==> src/rtl/rotate_block_coord_gen_if.sv <==
// rotate_block_coord_gen_if: scan control, rotation coefficients and coordinate-FIFO write bus
interface rotate_block_coord_gen_if;
   logic               start;
   logic signed [15:0] cos_q14;
   logic signed [15:0] sin_q14;
   logic               fifo_wr_full;
   logic               wr_fifo_en;
   logic [22:0]        fifo_wr_data;
   logic               busy;
   logic               frame_done;
   modport master (
      input  start, cos_q14, sin_q14, fifo_wr_full,
      output wr_fifo_en, fifo_wr_data, busy, frame_done
   );
   modport slave (
      output start, cos_q14, sin_q14, fifo_wr_full,
      input  wr_fifo_en, fifo_wr_data, busy, frame_done
   );
endinterface

==> src/rtl/rotate_block_coord_gen.sv <==
// rotate_block_coord_gen: raster-scans output blocks, inverse-rotates each about the centre, pushes source coords
module rotate_block_coord_gen #(
   parameter logic [10:0] BLK_W = 11'd480,
   parameter logic [10:0] BLK_H = 11'd270,
   parameter logic [10:0] CX    = 11'd240,
   parameter logic [10:0] CY    = 11'd135
) (
   input logic clk,
   input logic rst,
   rotate_block_coord_gen_if.master bus
);
   typedef enum logic [2:0] {S_IDLE, S_DIFF, S_MULT, S_SUM, S_CHECK, S_WR, S_DONE} state_t;
   localparam logic signed [11:0] CX12 = {1'b0, CX};
   localparam logic signed [11:0] CY12 = {1'b0, CY};
   localparam logic signed [13:0] CX14 = {3'b0, CX};
   localparam logic signed [13:0] CY14 = {3'b0, CY};
   localparam logic signed [13:0] W14  = {3'b0, BLK_W};
   localparam logic signed [13:0] H14  = {3'b0, BLK_H};
   state_t             state_q, state_d;
   logic [10:0]        ox_q, ox_d, oy_q, oy_d;
   logic signed [15:0] cos_q, cos_d, sin_q, sin_d;
   logic signed [11:0] dx_q, dx_d, dy_q, dy_d;
   logic signed [27:0] p_xc_q, p_xc_d, p_ys_q, p_ys_d, p_xs_q, p_xs_d, p_yc_q, p_yc_d;
   logic signed [13:0] sx_q, sx_d, sy_q, sy_d;
   logic [22:0]        data_q, data_d;
   logic signed [28:0] rx, ry;
   logic               oor, last_col, last_blk;
   // Rounded rotation sums: adding half an LSB before the arithmetic shift rounds half up
   assign rx = 29'(p_xc_q) + 29'(p_ys_q) + 29'sd8192;
   assign ry = 29'(p_yc_q) - 29'(p_xs_q) + 29'sd8192;
   assign oor = sx_q[13] || sx_q >= W14 || sy_q[13] || sy_q >= H14;
   assign last_col = ox_q == BLK_W - 11'd1;
   assign last_blk = last_col && oy_q == BLK_H - 11'd1;
   assign bus.wr_fifo_en   = state_q == S_WR && !bus.fifo_wr_full;
   assign bus.fifo_wr_data = data_q;
   assign bus.busy         = state_q != S_IDLE && state_q != S_DONE;
   assign bus.frame_done   = state_q == S_DONE;
   // Next-state logic: one pipeline step per state, each block takes five cycles
   always_comb begin
      state_d = state_q;
      ox_d    = ox_q;
      oy_d    = oy_q;
      cos_d   = cos_q;
      sin_d   = sin_q;
      dx_d    = dx_q;
      dy_d    = dy_q;
      p_xc_d  = p_xc_q;
      p_ys_d  = p_ys_q;
      p_xs_d  = p_xs_q;
      p_yc_d  = p_yc_q;
      sx_d    = sx_q;
      sy_d    = sy_q;
      data_d  = data_q;
      case (state_q)
         S_IDLE: if (bus.start) begin
            cos_d   = bus.cos_q14;
            sin_d   = bus.sin_q14;
            ox_d    = '0;
            oy_d    = '0;
            state_d = S_DIFF;
         end
         S_DIFF: begin
            dx_d    = $signed({1'b0, ox_q}) - CX12;
            dy_d    = $signed({1'b0, oy_q}) - CY12;
            state_d = S_MULT;
         end
         S_MULT: begin
            p_xc_d  = 28'(dx_q) * 28'(cos_q);
            p_ys_d  = 28'(dy_q) * 28'(sin_q);
            p_xs_d  = 28'(dx_q) * 28'(sin_q);
            p_yc_d  = 28'(dy_q) * 28'(cos_q);
            state_d = S_SUM;
         end
         S_SUM: begin
            sx_d    = 14'(rx >>> 14) + CX14;
            sy_d    = 14'(ry >>> 14) + CY14;
            state_d = S_CHECK;
         end
         S_CHECK: begin
            data_d  = oor ? {1'b1, 22'd0} : {1'b0, sx_q[10:0], sy_q[10:0]};
            state_d = S_WR;
         end
         S_WR: if (!bus.fifo_wr_full) begin
            ox_d    = last_col ? 11'd0 : ox_q + 11'd1;
            oy_d    = last_col ? oy_q + 11'd1 : oy_q;
            state_d = last_blk ? S_DONE : S_DIFF;
         end
         S_DONE: state_d = S_IDLE;
         default: state_d = S_IDLE;
      endcase
   end
   // State and datapath registers; reset aborts any scan in progress
   always_ff @(posedge clk or posedge rst) begin
      if (rst) begin
         state_q <= S_IDLE;
         ox_q    <= '0;
         oy_q    <= '0;
         cos_q   <= '0;
         sin_q   <= '0;
         dx_q    <= '0;
         dy_q    <= '0;
         p_xc_q  <= '0;
         p_ys_q  <= '0;
         p_xs_q  <= '0;
         p_yc_q  <= '0;
         sx_q    <= '0;
         sy_q    <= '0;
         data_q  <= '0;
      end else begin
         state_q <= state_d;
         ox_q    <= ox_d;
         oy_q    <= oy_d;
         cos_q   <= cos_d;
         sin_q   <= sin_d;
         dx_q    <= dx_d;
         dy_q    <= dy_d;
         p_xc_q  <= p_xc_d;
         p_ys_q  <= p_ys_d;
         p_xs_q  <= p_xs_d;
         p_yc_q  <= p_yc_d;
         sx_q    <= sx_d;
         sy_q    <= sy_d;
         data_q  <= data_d;
      end
   end
endmodule
==> src/flat_wrapper.sv <==
// flat-port wrapper written by rule: the top's interface ports become plain ports
module rotate_block_coord_gen_flat 
#(
   parameter logic [10:0] BLK_W = 11'd480,
   parameter logic [10:0] BLK_H = 11'd270,
   parameter logic [10:0] CX    = 11'd240,
   parameter logic [10:0] CY    = 11'd135
)
  (clk, rst, bus_start, bus_cos_q14, bus_sin_q14, bus_fifo_wr_full, bus_wr_fifo_en, bus_fifo_wr_data, bus_busy, bus_frame_done);
  rotate_block_coord_gen_if bus_i ();
  input logic clk;
  input logic rst;
  input wire logic [$bits(bus_i.start)-1:0] bus_start;
  input wire logic [$bits(bus_i.cos_q14)-1:0] bus_cos_q14;
  input wire logic [$bits(bus_i.sin_q14)-1:0] bus_sin_q14;
  input wire logic [$bits(bus_i.fifo_wr_full)-1:0] bus_fifo_wr_full;
  output wire logic [$bits(bus_i.wr_fifo_en)-1:0] bus_wr_fifo_en;
  output wire logic [$bits(bus_i.fifo_wr_data)-1:0] bus_fifo_wr_data;
  output wire logic [$bits(bus_i.busy)-1:0] bus_busy;
  output wire logic [$bits(bus_i.frame_done)-1:0] bus_frame_done;
  assign bus_i.start = bus_start;
  assign bus_i.cos_q14 = bus_cos_q14;
  assign bus_i.sin_q14 = bus_sin_q14;
  assign bus_i.fifo_wr_full = bus_fifo_wr_full;
  assign bus_wr_fifo_en = bus_i.wr_fifo_en;
  assign bus_fifo_wr_data = bus_i.fifo_wr_data;
  assign bus_busy = bus_i.busy;
  assign bus_frame_done = bus_i.frame_done;
  rotate_block_coord_gen #(.BLK_W(BLK_W), .BLK_H(BLK_H), .CX(CX), .CY(CY)) u_core (.clk(clk), .rst(rst), .bus(bus_i));
endmodule
==> config.mk <==
export PLATFORM = sky130hd
export DESIGN_NAME = rotate_block_coord_gen_flat
export DESIGN_NICKNAME = d
export VERILOG_FILES = /design/src/rtl/rotate_block_coord_gen_if.sv /design/src/rtl/rotate_block_coord_gen.sv /design/src/flat_wrapper.sv
export SDC_FILE = /design/constraint.sdc
export NUM_CORES = 2
export LEC_CHECK = 0
export ABC_AREA = 1
export BUFFER_PORTS_ARGS = -buffer_cell sky130_fd_sc_hd__buf_2
export CAP_MARGIN = 5
export CORE_ASPECT_RATIO = 0.8
export CORE_MARGIN = 5
export CORE_UTILIZATION = 45
export DETAILED_ROUTE_END_ITERATION = 6
export PLACE_DENSITY = 0.62
export SYNTH_ARGS = -nofsm -noshare
export SYNTH_HDL_FRONTEND = slang
export SYNTH_SLANG_ARGS = --single-unit
export TNS_END_PERCENT = 1
==> constraint.sdc <==
create_clock -name clk -period 7.85 [get_ports clk]
set_input_delay 0.3925 -clock clk [delete_from_list [all_inputs] [get_ports clk]]
set_output_delay 0.3925 -clock clk [all_outputs]
set_load 0.005 [all_outputs]
==> flow_summary.toml <==
[final_layout]
drive_gt1_share_pct = 4.71
multi_input_area_mm2 = 0.0305
n_fill_cell = 9387
area_growth_pct = 6.75
regArea_mm2 = 0.00611
fin_nets = 6637

[global_routing]
grt_start_max_net_pins = 102
antenna_found_initial = 5
grt_pass1_vias = 35100
grt_pass1_wl_um = 199000
global_route.overflow_total = 0
grt_util_all_layers_pct = 24.8

[timing]
max_freq_ghz = 0.149
finClkSkew_ns = 0.0230
slew_headroom_pct = 9.58
setup_viol = 0
max_slew.worst_pin.slew_ns = 1.36
rsz0062_at_grt = "no"
maxSlewViolCount = 0
hold_viol_final = 0
min_period_ns = 6.69
period_share_pct = 85.3
fin_tns_setup_ns = 0

[yosys]
yosysTopAreaCell = "fa_1"
ys_top_cells_by_count = "nand2_1, inv_1, fa_1"
synth.distinct_cells = 59
yosysSeqAreaShare_pct = 14.3
synth_edf_count = 0
synth_most_common_cell = "nand2_1"
synth_area_per_cell_um2 = 7.65
async_reset_ff_share_pct = 100
synth_area_mm2 = 0.0427
yosysWarningCount = 0
ys_seq_elements = 244
synth_top_flop_cell = "dfrtp_1"
synth.area.top_cells = "fa_1, dfrtp_1, nand2_1"
syn_inst = 5586
synth_top_area_share_pct = 33.4
syn_nets = 6679

[floorplanning]
initial_core_util_pct = 45.2
num_rows = 101
die_x_um = 354
dieArea_mm2 = 0.101
ios = 62
core_area_mm2 = 0.0945
fp.dieH_um = 286

[detailed_routing]
drt_iter0_drc = 2744
vias_per_cell = 5.07
drt-total-wl_um = 123000
dr.pass1.iters = 6
drc_errors = 0
wl_per_cell_um = 18.0
antenna_left = 0
routed-via-count = 34500

[cts]
cts_root_buffer = "clkbuf_16"
cts_tree = "done"
ctsResizeCount = 0
hold_buffers = 22
clk_latency_ns = 0.63
numCtsBuffers = 31
cts.sinks = 244
post-cts-setup-buffers = 0
clock_path_buffers = 3
cts-htree-levels = 1
clkSlewWorstSetupHoldPaths_ns = 0.06

[placement]
gp_congestion = 0.932
dp_hpwl_um = 99500
port_buffers = 61

[setup_path]
critical-path-top-delay-family = "adder cells"
startpoint_type = "flop"
crit_path_frequent_cell = "nand2_1"
critPathBufInv = 4
worst_setup_path_end_kind = "flop"
slowest_delay_ns = 1.11
crit_chain = "buf_4, nand2_1, inv_1, fa_1, ha_1, fa_1, inv_1, fa_1, fa_1, inv_1, ha_1, a21oi_1, nand2_1, a31oi_1, o21ai_1, a21oi_1, o21ai_1, nand2_1, nand2_1, nand2_1, nand3_1, nand2_1"
worstSetupStartpoint = "u_core.dy_q[1]"
cp.arrival_ns = 7.25
required_ns = 8.40
cp_max_fo = 19
reg2reg_from = "u_core.dy_q[1]"
crit_type = "reg -> reg"
critPathSlowestCell = "dfrtp_1"

[flow_run]
max_cap_violations = 0

[min_path]
min_from = "bus_sin_q14[1]"
hp-class = "in -> reg"

[outcome]
status = "complete, no violations"
==> routing by layer <==
| layer | up-vias | track usage (%) | part of all wire, % |
|---|---|---|---|
| met5 | - | 0 | 0 |
| met3 | 147 | 5.88 | 9.5 |
| li1 | 16300 | - | - |
| met4 | 0 | 4.42 | 2.0 |
| met2 | 1244 | 36.3 | 41 |
| met1 | 16800 | 37.8 | 48 |
==> flip-flops by register name, summed over array words and instances (netlist names), 14 cells and up <==
signal and cells:
u_core.sx_q 14, u_core.cos_q 16, u_core.p_ys_q 28, u_core.p_xs_q 28, u_core.p_yc_q 28, u_core.sin_q 16
u_core.bus.fifo_wr_data 23, u_core.p_xc_q 28, u_core.sy_q 14
==> cell usage in the layout (no fill, tap or decap), drive strengths merged, types with 3 or more instances in the layout <==
cell type / count
o21bai: 9
or2: 14
a21oi: 138
a22o: 6
dfrtp: 244
bufinv: 5
o22ai: 5
a211oi: 15
nand3b: 20
clkbuf: 40
o31ai: 10
fa: 712
nor4: 8
nand2: 1612
buf: 134
nand4: 38
nor3: 49
xor2: 54
nand3: 140
clkinv: 8
clkinvlp: 3
xnor2: 53
nor2: 237
a31oi: 13
o21ai: 198
a21boi: 3
o221ai: 3
a21o: 3
ha: 345
o21a: 6
inv: 1398
o211ai: 6
o311ai: 3
dlygate4sd3: 22
==> worst min-delay path, delay by kind of cell <==
kind / cells / cell delay, ns
simple gates: 2 / 0.14
buf+inv: 1 / 0.08
==> final cells by class <==
type	instances	share of cell area, %
antenna	2	0.0110
clock buffer	40	1.89
clock inverter	17	0.552
inverter	1397	11.5
multi-input combinational	3714	66.9
sequential	244	13.4
tap	1236	3.39
timing repair buffer	156	2.35
==> kinds of logic (layout without fill, tap and decap cells) <==
| logic type | after synthesis | after routing | share of synthesized area (%) |
|---|---|---|---|
| adders and majority gates | 1057 | 1057 | 43.5 |
| DFF | 244 | 244 | 14.3 |
| buffers and inverters | 1628 | 1610 | 14.3 |
| xor gates and xnor gates | 107 | 107 | 2.19 |
| other | 0 | 2 | 0 |
| muxes | 1 | 1 | 0.0234 |
| and+or+nand+nor | 2123 | 2123 | 20.1 |
| AOI/OAI and AO/OA | 426 | 426 | 5.58 |
==> worst paths after layout <==
path	end	slack, ns	depth (start not counted)
worst min register to register	u_core.bus.fifo_wr_data[0]	0.48	2
worst min-delay path	u_core.sin_q[1]	0.03	3
worst max-delay path	u_core.p_yc_q[18]	1.16	22
min in group asynchronous	u_core.bus.fifo_wr_data[20]	0.47	3
max in group asynchronous	u_core.p_yc_q[23]	5.96	4
worst max register to register	u_core.p_yc_q[18]	1.16	22
==> metrics by stage <==
stage                     setup WS (ns)  area, um^2  hold WS (ns)  utilization (%)  std cells
final                              1.16       45600        0.0301             48.2       6806
after floorplan                   0.756       42700         0.441                -       5586
after global routing              0.947       45600        0.0533             48.2       6804
after CTS                          1.42       45600        0.0119             48.2       6804
after global placement             1.43       44300         0.458             46.8       6725
after detailed placement           1.42       44300         0.466             46.8       6725
Power is not shown: default switching activity piles up to over one toggle a cycle in this logic, so the estimate is an artifact.
